===== src/rtl/mips_cpu_pkg.sv =====
// -----------------------------------------------------------------------------
// mips_cpu_pkg
// Definitions shared across the MIPS CPU data path:
//   - mem_size_t   : load/store access size encoding (byte/half/word/illegal)
//   - lsu_state_t  : load/store unit FSM state encoding
//   - is_aligned() : natural-alignment check for an access size and addr[1:0]
// -----------------------------------------------------------------------------
package mips_cpu_pkg;

    typedef logic [1:0] mem_size_t;

    localparam mem_size_t SIZE_BYTE    = 2'd0;
    localparam mem_size_t SIZE_HALF    = 2'd1;
    localparam mem_size_t SIZE_WORD    = 2'd2;
    localparam mem_size_t SIZE_ILLEGAL = 2'd3;

    typedef logic [1:0] lsu_state_t;

    localparam lsu_state_t ST_IDLE   = 2'd0;
    localparam lsu_state_t ST_ACCESS = 2'd1;
    localparam lsu_state_t ST_DONE   = 2'd2;

    // True when an access of the given size at this byte offset is naturally
    // aligned. The illegal size encoding is never aligned.
    function automatic logic is_aligned(input mem_size_t size, input logic [1:0] lo);
        logic ok;
        case (size)
            SIZE_BYTE: ok = 1'b1;
            SIZE_HALF: ok = ~lo[0];
            SIZE_WORD: ok = (lo == 2'b00);
            default:   ok = 1'b0;
        endcase
        return ok;
    endfunction

endpackage


===== src/rtl/store_aligner.sv =====
// -----------------------------------------------------------------------------
// store_aligner
// Combinational store lane steering: replicates the stored byte/halfword into
// every lane of the 32-bit bus and selects the matching byte enables.
//   mem_size   (in)  access size (mips_cpu_pkg encoding)
//   addr_lo    (in)  byte offset within the word, addr[1:0]
//   store_data (in)  rt value to store, right-justified
//   byteenable (out) active lanes for the write
//   writedata  (out) lane-replicated write data
// -----------------------------------------------------------------------------
module store_aligner
    import mips_cpu_pkg::*;
(
    input  mem_size_t   mem_size,
    input  logic [1:0]  addr_lo,
    input  logic [31:0] store_data,
    output logic [3:0]  byteenable,
    output logic [31:0] writedata
);

    always_comb begin
        // NOTE: defaults first so every path through the case assigns both
        // outputs; a missing assignment here would infer a latch.
        byteenable = 4'h0;
        writedata  = store_data;
        case (mem_size)
            SIZE_BYTE: begin
                byteenable = 4'b0001 << addr_lo;
                writedata  = {4{store_data[7:0]}};
            end
            SIZE_HALF: begin
                byteenable = addr_lo[1] ? 4'b1100 : 4'b0011;
                writedata  = {2{store_data[15:0]}};
            end
            SIZE_WORD: begin
                byteenable = 4'hF;
            end
            default: ;
        endcase
    end

endmodule


===== src/rtl/load_store_unit.sv =====
// -----------------------------------------------------------------------------
// load_store_unit
// Turns a load/store request from the pipeline into a single Avalon-MM bus
// transfer. FSM: IDLE -> ACCESS (held while waitrequest) -> DONE -> IDLE.
// Misaligned or contradictory requests raise addr_error and never reach the bus.
//   clk, reset_n          clock, asynchronous active-low reset
//   mem_read, mem_write   request from control (load / store)
//   mem_size, addr        access size and byte address (ALU result)
//   store_data            rt value for stores
//   avm_*                 Avalon-MM data master
//   data_readdata         registered full read word for write-back
//   byte_addressing       registered addr[1:0] of the completed access
//   stall                 freezes PC and pipeline while an access is pending
//   done                  one-cycle completion pulse
//   addr_error            one-cycle illegal-request pulse
// -----------------------------------------------------------------------------
module load_store_unit
    import mips_cpu_pkg::*;
(
    input  logic        clk,
    input  logic        reset_n,
    input  logic        mem_read,
    input  logic        mem_write,
    input  mem_size_t   mem_size,
    input  logic [31:0] addr,
    input  logic [31:0] store_data,
    output logic [31:0] avm_address,
    output logic        avm_read,
    output logic        avm_write,
    output logic [3:0]  avm_byteenable,
    output logic [31:0] avm_writedata,
    input  logic [31:0] avm_readdata,
    input  logic        avm_waitrequest,
    output logic [31:0] data_readdata,
    output logic [1:0]  byte_addressing,
    output logic        stall,
    output logic        done,
    output logic        addr_error
);

    lsu_state_t  state;
    logic        is_write;
    logic        req_any;
    logic        req_valid;
    logic        req_illegal;
    logic [3:0]  st_byteenable;
    logic [31:0] st_writedata;

    // Asserting both strobes at once is treated as illegal, like misalignment.
    assign req_any     = mem_read | mem_write;
    assign req_valid   = (mem_read ^ mem_write) && is_aligned(mem_size, addr[1:0]);
    assign req_illegal = req_any && !req_valid;

    store_aligner u_store_aligner (
        .mem_size   (mem_size),
        .addr_lo    (addr[1:0]),
        .store_data (store_data),
        .byteenable (st_byteenable),
        .writedata  (st_writedata)
    );

    always_ff @(posedge clk or negedge reset_n) begin
        if (!reset_n) begin
            state           <= ST_IDLE;
            is_write        <= 1'b0;
            avm_address     <= '0;
            avm_byteenable  <= '0;
            avm_writedata   <= '0;
            data_readdata   <= '0;
            byte_addressing <= '0;
            addr_error      <= 1'b0;
        end else begin
            // NOTE: non-blocking assignments throughout, so every register
            // updates from the values present before this clock edge.
            addr_error <= 1'b0;
            case (state)
                ST_IDLE: begin
                    if (req_valid) begin
                        avm_address     <= {addr[31:2], 2'b00};
                        avm_byteenable  <= mem_write ? st_byteenable : 4'hF;
                        avm_writedata   <= mem_write ? st_writedata : 32'h0;
                        byte_addressing <= addr[1:0];
                        is_write        <= mem_write;
                        state           <= ST_ACCESS;
                    end else if (req_illegal) begin
                        addr_error <= 1'b1;
                    end
                end
                // Request inputs are not looked at here; the latched copy
                // keeps the bus stable while the slave stretches the cycle.
                ST_ACCESS: begin
                    if (!avm_waitrequest) begin
                        if (!is_write) begin
                            data_readdata <= avm_readdata;
                        end
                        state <= ST_DONE;
                    end
                end
                ST_DONE: state <= ST_IDLE;
                default: state <= ST_IDLE;
            endcase
        end
    end

    // Strobes decode from state alone, so an asynchronous reset that forces
    // IDLE drops them immediately; is_write makes them mutually exclusive.
    assign avm_read  = (state == ST_ACCESS) && !is_write;
    assign avm_write = (state == ST_ACCESS) &&  is_write;
    assign done      = (state == ST_DONE);
    assign stall     = ((state == ST_IDLE) && req_valid) || (state == ST_ACCESS);

endmodule


===== config.mk =====
export PLATFORM = sky130hd
export DESIGN_NAME = load_store_unit
export DESIGN_NICKNAME = d
export VERILOG_FILES = /design/src/rtl/mips_cpu_pkg.sv /design/src/rtl/store_aligner.sv /design/src/rtl/load_store_unit.sv
export SDC_FILE = /design/constraint.sdc
export NUM_CORES = 1
export LEC_CHECK = 0
export ABC_CLOCK_PERIOD_IN_PS = 2620
export CORE_MARGIN = 4
export CORE_UTILIZATION = 46
export DETAILED_ROUTE_END_ITERATION = 6
export PLACE_DENSITY = 0.84
export SYNTH_ARGS = -nofsm -noshare
export SYNTH_HDL_FRONTEND = slang
export SYNTH_SLANG_ARGS = --single-unit

===== constraint.sdc =====
create_clock -name clk -period 2.62 [get_ports clk]
set_clock_uncertainty 0.2 [all_clocks]
set_input_delay 0.262 -clock clk [delete_from_list [all_inputs] [get_ports clk]]
set_output_delay 0.262 -clock clk [all_outputs]
set_load 0.01 [all_outputs]

==> summary.txt <==
Status
  – Status: finished clean

Critical path
  – Flop-to-flop setup slack: 730 ps
  – RR Startpoint: state[1]
  – Max stage delay cell, worst path: clkdlybuf4s50_1
  – Reg2Reg Depth: 4
  – CP Launch Type: flip-flop
  – Worst r2r dst: data_readdata[27]
  – CP Data Required Time: 2160 ps
  – Crit Path Class: reg2out
  – CP Data Arrival Time: 1700 ps
  – CP endpoint: avm_write
  – CP endpoint kind: output pin
  – Crit path max fanout: 5
  – Critical-path cell list: nand2b_1, nor2_1, clkdlybuf4s50_1
  – Crit path launch: state[1]
  – Largest stage delay, worst path: 570 ps

Synth
  – YS warnings: 0
  – Synth Instances: 346
  – Post-synth top area share: 54.08%
  – Sequential area share after synthesis: 54.08%
  – Number of library cell types mapped by synthesis: 29
  – Syn Area/Cell: 13.91 um2
  – Post-synth ARST share: 100.0%
  – Number of synthesized register bits: 104
  – Number of synthesized flops with an enable pin: 0
  – Post-Syn Area: 0.004812 mm2
  – Area contributors post-synth: dfrtp_1 (54%), mux2_4 (16%), mux2_2 (8.4%)
  – Synth Flop Type: dfrtp_1
  – Yosys top cell by area: dfrtp_1

Layout
  – Ratio of cells with drive above 1 in the final layout: 22.99%
  – Final cell count without fillers: 697
  – Area delta synth->final: 50.99%
  – # diodes: 0
  – Number of fill cells: 747
  – Finished Cell Area: 0.007266 mm2
  – Nets@finish: 660

Clock tree
  – CTS Buffer Depth: 2
  – CTS tree: yes
  – Post-CTS Setup Bufs: 0
  – Root Buffer: clkbuf_8
  – Num CTS Buffers: 9
  – Clock Latency Late Sink: 340 ps
  – Clock Sinks: 104
  – CTS H-tree lvls: 3
  – CTS clk-pin slew, worst paths: 100 ps

Routing
  – DR vias/cell: 4.924
  – Initial DRC count: 95
  – Initial DRT Pass Iterations: 6
  – Routed wire length: 12,390 um
  – DR DRC count: 0
  – Vias: 3,432
  – DRT antenna net count: 0
  – Drt wl/cell: 17.77 um

Global routing
  – First-pass GRT wire length: 18,720 um
  – GR Util All Layers: 19.91%
  – Initial antenna violation count: 0
  – Vias in the first global route: 3,650
  – GRT Residual Overflow: 0
  – Largest net degree at the start of global routing: 65

Placement
  – Placed cell count: 680
  – PortBufs: 207
  – Routability cong.: 0.7803
  – Post-DP HPWL: 9395 um
  – Placed inst area: 0.007030 mm2

STA
  – Worst Tran Pin Value: 541.4 ps
  – Final Hold Vio Count: 0
  – Fin crit period: 2161 ps
  – Period utilization: 82.50%
  – RSZ-0062 raised after global routing: false
  – Final setup violation count: 0
  – Fmax achieved: 0.4627 GHz
  – Final Hold Slack: 207.0 ps
  – Max transition margin: 63.91%
  – Setup TNS: 0 ps
  – Slew Viols, Final: 0

Power
  – Pwr Total: 6767 uW
  – Pwr Density: 931.4 mW/mm2
  – Max VDD drop: 0.4360 mV
  – Leak pwr: 0.003337 uW

Min path
  – Hold WC Path Type: in2async

Run
  – MaxCap Viol Count: 0

Die
  – Die Span X: 110.3 um
  – Die Ht: 110.3 um
  – IO Pins: 210
  – Die area: 0.01216 mm2
  – Starting density of the core: 46.82%
  – # rows: 37
  – CORE AREA: 0.01028 mm2
-- how the worst min path moves through the flow --
stage | slack, ps | end | depth (start not counted)
floorplan | -230 | addr_error | 0
global placement | 80 | avm_writedata[0] | 1
detailed placement | 80 | avm_writedata[30] | 1
CTS | 210 | avm_writedata[6] | 2
global route | 240 | avm_writedata[30] | 2
finish | 210 | avm_writedata[30] | 2
-- cell usage in the layout (no fill, tap or decap), types with 2 or more instances in the layout --
cell / instances
inv_6: 3
or3b_2: 8
nor3_1: 2
dfrtp_1: 104
inv_1: 20
conb_1: 2
buf_4: 11
o211ai_1: 8
mux2_1: 5
clkbuf_8: 9
a21oi_1: 10
mux2_4: 52
o21ai_0: 11
nand2b_1: 9
nand2_1: 8
o31ai_1: 2
clkdlybuf4s50_1: 204
nor2_1: 13
bufinv_16: 2
mux2i_1: 25
mux2_2: 36
buf_12: 3
-- sequential cells by signal, summed over array words and instances, names as in the netlist --
signal,cells
addr_error,1
avm_address,30
avm_byteenable,4
avm_writedata,32
byte_addressing,2
data_readdata,32
is_write,1
state,2
-- routing by layer --
metal	GRT usage [%]	share of wire (%)
met1	24.72	40
met2	34.10	49
met3	6.407	9.5
met4	4.222	1.0
met5	0	0
-- cells in the mapped netlist (8+ instances only) --
cell type  number
dfrtp_1       104
nand2b_1        9
a21oi_1        10
mux2i_1        25
or3b_2          8
mux2_4         52
o21ai_0        11
mux2_2         36
o211ai_1        8
nand2_1         8
inv_1          20
nor2_1         13
-- kinds of logic after synthesis --
family	count (synthesis)	synth area share, %
muxes	118	31.02
AOI/OAI and AO/OA	33	4.290
and+or+nand+nor	45	5.279
buffers and inverters	44	4.992
other	1	0.07793
DFF	104	54.08
adders and majority gates	1	0.2600
-- worst max-delay path, delay by kind of cell, from the launching register on --
family        cells  cell delay, ps
flops             1             410
simple gates      2             370
buf+inv           1             570
-- stage by stage --
| stage | util, % | setup slack (ps) |
|---|---|---|
| 2_1_floorplan | - | 669.6 |
| 3_3_place_gp | 68.41 | 63.80 |
| 3_5_place_dp | 68.41 | 83.14 |
| 4_1_cts | 70.67 | 77.03 |
| 5_1_grt | 70.70 | 338.7 |
| 6_report | 70.70 | 458.5 |
-- power breakdown --
group | total (uW) | internal, uW | switching [uW]
combinational | 3010 | 1950 | 1050
sequential | 2650 | 2260 | 388
clock | 1110 | 548 | 566
total | 6770 | 4760 | 2010
-- final cells by class --
| type | count | area (um2) | area share, % |
|---|---|---|---|
| inverter | 21 | 78.83 | 1.085 |
| sequential | 104 | 2603 | 35.82 |
| timing repair buffer | 221 | 2212 | 30.45 |
| clock buffer | 9 | 123.9 | 1.705 |
| tap | 136 | 170.2 | 2.342 |
| clock inverter | 7 | 98.84 | 1.360 |
| multi-input combinational | 199 | 1979 | 27.24 |
-- timing repair --
action                                  4_1_cts  5_1_grt
hold endpoints to repair                     40        0
endpoints found under the setup margin        0        1
hold buffers                                  1        0
resized for setup                             0        1
No activity file was read; power rests on OpenSTA's default activity.
